File: src/rtl/mux_rr_sel.sv
// mux_rr_sel
// ----------
// Registered N:1 multiplexer of WIDTH-bit channels with valid/ready handshakes
// on every input and on the output. The channel is chosen either by an
// explicit select (fixed mode) or by a round-robin arbiter over the valid
// channels (RR mode). One register stage decouples producers from the consumer.
//
// Ports
//   clk        rising-edge clock
//   reset      synchronous, active-high reset
//   mode       0 = fixed select, 1 = round-robin
//   sel        channel index used in fixed mode
//   in_data    N packed channels, channel i at [i*WIDTH +: WIDTH]
//   in_valid   per-channel valid
//   in_ready   per-channel ready (combinational, at most one bit set)
//   out_data   registered selected data
//   out_chan   registered index of the channel that supplied out_data
//   out_valid  registered output valid
//   out_ready  consumer ready
module mux_rr_sel #(
    parameter int WIDTH = 64,
    parameter int N     = 8,
    parameter int SEL_W = $clog2(N)
) (
    input  logic                 clk,
    input  logic                 reset,
    input  logic                 mode,
    input  logic [SEL_W-1:0]     sel,
    input  logic [N*WIDTH-1:0]   in_data,
    input  logic [N-1:0]         in_valid,
    output logic [N-1:0]         in_ready,
    output logic [WIDTH-1:0]     out_data,
    output logic [SEL_W-1:0]     out_chan,
    output logic                 out_valid,
    input  logic                 out_ready
);

    // One extra bit so that ptr + offset (at most 2N-2) never overflows.
    localparam logic [SEL_W:0]   N_EXT = (SEL_W+1)'(N);
    localparam logic [SEL_W-1:0] LAST  = SEL_W'(N-1);

    // ------------------------------------------------------------------
    // State
    // ------------------------------------------------------------------
    logic [WIDTH-1:0] out_data_q,  out_data_d;
    logic [SEL_W-1:0] out_chan_q,  out_chan_d;
    logic             out_valid_q, out_valid_d;
    logic [SEL_W-1:0] ptr_q,       ptr_d;

    // ------------------------------------------------------------------
    // Round-robin scan: offset k looks at channel (ptr + k) mod N. The
    // modulo is a single conditional subtract because ptr < N always,
    // so non-power-of-two N never produces an index >= N.
    // ------------------------------------------------------------------
    logic [SEL_W-1:0] scan_idx [N];
    logic [N-1:0]     scan_hit;

    for (genvar gi = 0; gi < N; gi++) begin : g_scan
        logic [SEL_W:0] sum;
        assign sum          = {1'b0, ptr_q} + (SEL_W+1)'(gi);
        assign scan_idx[gi] = (sum >= N_EXT) ? SEL_W'(sum - N_EXT) : SEL_W'(sum);
        assign scan_hit[gi] = in_valid[scan_idx[gi]];
    end

    logic             rr_found;
    logic [SEL_W-1:0] rr_chan;

    // Lowest offset wins, i.e. the first valid channel at or after ptr.
    always_comb begin
        rr_found = 1'b0;
        rr_chan  = '0;
        for (int k = N - 1; k >= 0; k--) begin
            if (scan_hit[k]) begin
                rr_found = 1'b1;
                rr_chan  = scan_idx[k];
            end
        end
    end

    // ------------------------------------------------------------------
    // Candidate selection and handshake
    // ------------------------------------------------------------------
    logic             cand_ok;
    logic [SEL_W-1:0] cand;
    logic             load;
    logic             rdy_en;
    logic             grant;
    logic [WIDTH-1:0] grant_data;

    always_comb begin
        if (mode) begin
            cand_ok = rr_found;
            cand    = rr_chan;
        end else begin
            // Fixed mode ignores in_valid; an out-of-range select has no candidate.
            cand_ok = ({1'b0, sel} < N_EXT);
            cand    = sel;
        end
    end

    assign load   = !out_valid_q || out_ready;
    assign rdy_en = load && !reset && cand_ok;

    for (genvar gi = 0; gi < N; gi++) begin : g_ready
        assign in_ready[gi] = rdy_en && (cand == SEL_W'(gi));
    end

    assign grant = |(in_ready & in_valid);

    // in_ready is one-hot (or zero), so an AND-OR tree is a clean select
    // that never indexes past the last channel.
    always_comb begin
        grant_data = '0;
        for (int i = 0; i < N; i++) begin
            if (in_ready[i]) begin
                grant_data = grant_data | in_data[i*WIDTH +: WIDTH];
            end
        end
    end

    // ------------------------------------------------------------------
    // Next state
    // ------------------------------------------------------------------
    always_comb begin
        out_data_d  = out_data_q;
        out_chan_d  = out_chan_q;
        out_valid_d = out_valid_q;
        ptr_d       = ptr_q;
        if (load) begin
            if (grant) begin
                out_data_d  = grant_data;
                out_chan_d  = cand;
                out_valid_d = 1'b1;
                // ptr is frozen in fixed mode and only moves on RR grants.
                if (mode) begin
                    ptr_d = (cand == LAST) ? '0 : cand + 1'b1;
                end
            end else begin
                out_valid_d = 1'b0;
            end
        end
    end

    always_ff @(posedge clk) begin
        if (reset) begin
            out_data_q  <= '0;
            out_chan_q  <= '0;
            out_valid_q <= 1'b0;
            ptr_q       <= '0;
        end else begin
            out_data_q  <= out_data_d;
            out_chan_q  <= out_chan_d;
            out_valid_q <= out_valid_d;
            ptr_q       <= ptr_d;
        end
    end

    assign out_data  = out_data_q;
    assign out_chan  = out_chan_q;
    assign out_valid = out_valid_q;

endmodule

File: config.mk
export PLATFORM = sky130hd
export DESIGN_NAME = mux_rr_sel
export DESIGN_NICKNAME = d
export VERILOG_FILES = /design/src/rtl/mux_rr_sel.sv
export SDC_FILE = /design/constraint.sdc
export NUM_CORES = 1
export LEC_CHECK = 0
export CORE_AREA = 2 2 235 237
export DETAILED_ROUTE_END_ITERATION = 10
export DIE_AREA = 0 0 237 239
export GPL_TIMING_DRIVEN = 0
export SLEW_MARGIN = 5
export SYNTH_ARGS = -nofsm -noshare
export SYNTH_HDL_FRONTEND = slang
export SYNTH_SLANG_ARGS = --single-unit
File: constraint.sdc
create_clock -name clk -period 7.3 [get_ports clk]
set_input_delay 1.825 -clock clk [delete_from_list [all_inputs] [get_ports clk]]
set_output_delay 1.825 -clock clk [all_outputs]
set_load 0.02 [all_outputs]
==> summary.txt <==
Synth
  • Mux cell area share after synthesis: 9.25%
  • Flip-flop cell with the highest count after synthesis: dfxtp_1
  • Compound-gate portion of the synthesized area: 50.1%
  • Share of the yosys chip area belonging to registers: 21.3%
  • FFs w/ async S/R, synth: 0%
  • Share of the synthesized netlist area taken by xor and xnor gates: 0.394%
  • Post-Synth Adder-Cell Area: 1.50%
  • Synthesized net count: 1356
  • Post-synthesis sequential element count: 71
  • Post-synthesis instance area: 6670 um2
  • Number of synthesized flops with an enable pin: 0
  • Count of distinct cell types in the synthesized netlist: 45
  • Post-synthesis share of cell area spent on and, or, nand and nor gates: 9.56%
  • Synthesized netlist cell count: 821
  • Mean cell area of the mapped netlist: 8.12 um2
  • Main combinational cell family by area after synthesis: compound AO/OA/AOI/OAI gates
  • Syn. warnings: 0

Timing
  • Final Hold Fails: 0
  • Smallest hold slack: 0.493 ns
  • Max-Slew Margin vs Limit: 16.7%
  • Pins over their slew limit: 0
  • Highest achievable clock rate: 0.140 GHz
  • Slew at the pin closest to its max-slew limit: 1.25 ns
  • Clock tree skew after final layout: 0.00594 ns
  • Final critical-path share of the clock period: 97.6%
  • Total negative slack for setup checks: 0 ns
  • Minimum clock period: 7.12 ns
  • RSZ-0062 raised after global routing: no
  • Setup violators final: 0

Final layout
  • Layout Nets: 1976
  • Area occupied by registers: 1420 um2
  • Commonest non-fill, non-tap cell in the layout: clkdlybuf4s50_1
  • Area of combinational cells with multiple inputs: 4750 um2
  • Layout Cell Area excl Fill: 14100 um2
  • Fraction of final layout cells sized beyond drive strength 1: 7.19%
  • Number of fill cells in the layout: 5909
  • Area growth syn-to-layout: 111%
  • Most frequent cells in the layout: clkdlybuf4s50_1, a211oi_1, a22oi_1
  • Share of the core filled with cells: 25.9%

Clock network
  • Bufs on Longest Clock Path: 2
  • Number of clock sinks: 71
  • Clk slew on worst S/H paths: 0.06 ns
  • CTS H-tree lvls: 3
  • Worst-Skew Late Latency: 0.37 ns
  • Root buffer cell: clkbuf_16
  • Clock buffer count from CTS: 9
  • CTS tree: done

Critical path
  • Critical path's top delay family: buffers and inverters
  • CP arrival: 5.30 ns
  • Longest individual stage delay on the worst path: 0.55 ns
  • Critical Path, Cell by Cell: dlygate4sd2_1 > mux4_2 > buf_4 > a221oi_1 > o221ai_1 > or3_1 > o311ai_1 > buf_4 > buf_12 > inv_1 > ha_1 > and2_1 > clkbuf_8 > dlygate4sd2_1
  • Critical-path top delay cell: mux4_2
  • Data required time at the worst endpoint: 5.48 ns
  • Worst-path maximum fanout: 19
  • Start-to-end type of the worst setup path: input pin to output port
  • Kind of capture point of the worst setup path: output port
  • Number of buffer and inverter stages on the critical path: 7
  • Startpoint class of the critical path: input pin

Detailed routing
  • Drt drc: 0
  • Routed wire length per instance: 27.4 um
  • Final routed wirelength across all metal layers: 59000 um
  • Routed length on met3: 5550 um
  • Met2 WL: 27800 um
  • Topmost layer with routed signal wires: met5
  • Violation count after the first detailed-routing iteration: 1006
  • Met1 wire length: 23800 um
  • Number of vias after detailed routing: 10400
  • Via density per instance: 4.83
  • Count of nets left with antenna violations after detail routing: 0
  • DRT Pass-1 Iters: 8

Die
  • Die area: 56600 um2
  • Die X: 237 um
  • Core area: 54300 um2
  • Height of the die: 239 um
  • Starting density of the core: 12.3%
  • Ports placed on the boundary: 603
  • FP Rows: 86

Global routing
  • Number of antenna violations at the first check in global routing: 9
  • Pin count of the biggest net entering global routing: 20
  • Total track usage: 19.9%
  • Wire length of the first global-routing pass: 78400 um
  • Grt ovf: 0
  • Via count of the first global-routing pass: 10400

Worst hold path
  • Class of the tightest hold or removal check: register to register

Place
  • Gpl congestion: 0.956
  • Post-detail-place hpwl: 48000 um
  • Count of input and output buffers: 601
  • Cell Area, Placed: 13600 um2

Run
  • Maximum Capacitance Violations: 0

Power and ir drop
  • Leakage power figure: 4.99 nW
  • PD cells: 364 nW/um2
  • Worst IR drop on VDD: 0.000129 V

Run status
  • Status: complete, no violations
[registers in the layout, indices dropped and copies added (netlist names)]
register,count
out_chan,3
out_data,64
out_valid,1
ptr_q,3
[cell usage after synthesis (all sizes together), types with 3 or more instances]
cell type   n  area share (%)
mux4        8             2.7
a311oi      3            0.39
a31oi       3            0.28
a22o       64             8.4
nand2      59             3.3
a22oi      82             9.2
nor2b       3            0.28
dfxtp      71              21
mux2i      20             3.0
ha          8             1.5
a211o      49             6.4
nand3      49             3.7
xnor2       3            0.39
a21oi      76             5.7
clkbuf     62             3.5
inv         9            0.51
nor3        3            0.23
a221oi      3            0.39
and2        8            0.75
nor2        5            0.28
o21ai       6            0.45
a222oi     51             7.7
buf        46             3.8
a211oi     87             9.8
mux2       21             3.5
[path summary, 6_finish.rpt]
check / slack (ns) / endpoint / start / cells past startpoint
worst min-delay path: 0.49 / out_chan[2] / out_chan[2] / 2
worst max-delay path: 0.18 / in_ready[7] / in_valid[6] / 14
worst min register to register: 0.49 / out_chan[2] / out_chan[2] / 2
worst max register to register: 0.47 / out_data[50] / ptr_q[1] / 19
[worst min-delay path, cell delays in order (launching register included)]
cell and delay (ns):
dfxtp_1 0.32, nand2_1 0.06, a211oi_1 0.06
[metrics by stage]
step	total power, mW	worst slack [ns]	std cells
2_1_floorplan	2.81	0.570	821
3_3_place_gp	4.52	-2.33	2126
3_5_place_dp	4.54	-2.33	2126
4_1_cts	5.15	0.00377	2147
5_1_grt	5.45	0.0222	2152
6_report	5.13	0.176	2153
[cells by family after synthesis]
family	after synthesis
fa+ha+maj	8
mux	49
buf+inv	118
compound gates	435
xor+xnor	3
flops	71
simple gates	137
[layout make-up]
type / count / area share, %
repair buffers: 614 / 43.3
multi-input cells: 632 / 33.7
flip-flops and latches: 71 / 10.1
well taps: 704 / 6.25
plain buffers: 103 / 4.27
clock buffers: 10 / 1.70
clock inverters: 6 / 0.320
inverters: 10 / 0.266
diodes: 3 / 0.0533
[metal layers]
metal	track usage [%]	up-vias
li1	-	4649
met1	24.0	5008
met2	33.6	678
met3	5.92	67
met4	6.60	6
met5	0	-
[where the power goes]
group	total, mW	internal (mW)	leakage [nW]	switching, mW
combinational	4.12	1.68	4.28	2.44
clock	0.446	0.240	0.131	0.206
sequential	0.560	0.499	0.583	0.0610
total	5.13	2.42	4.99	2.71
[timing repair]
action	in CTS	in global routing
gates resized for setup	57	8
setup endpoints to repair	13	15
setup buffers	9	4
hold endpoints to repair	0	0
hold buffers	0	0
Note: power is estimated with default switching activity, not from simulation.
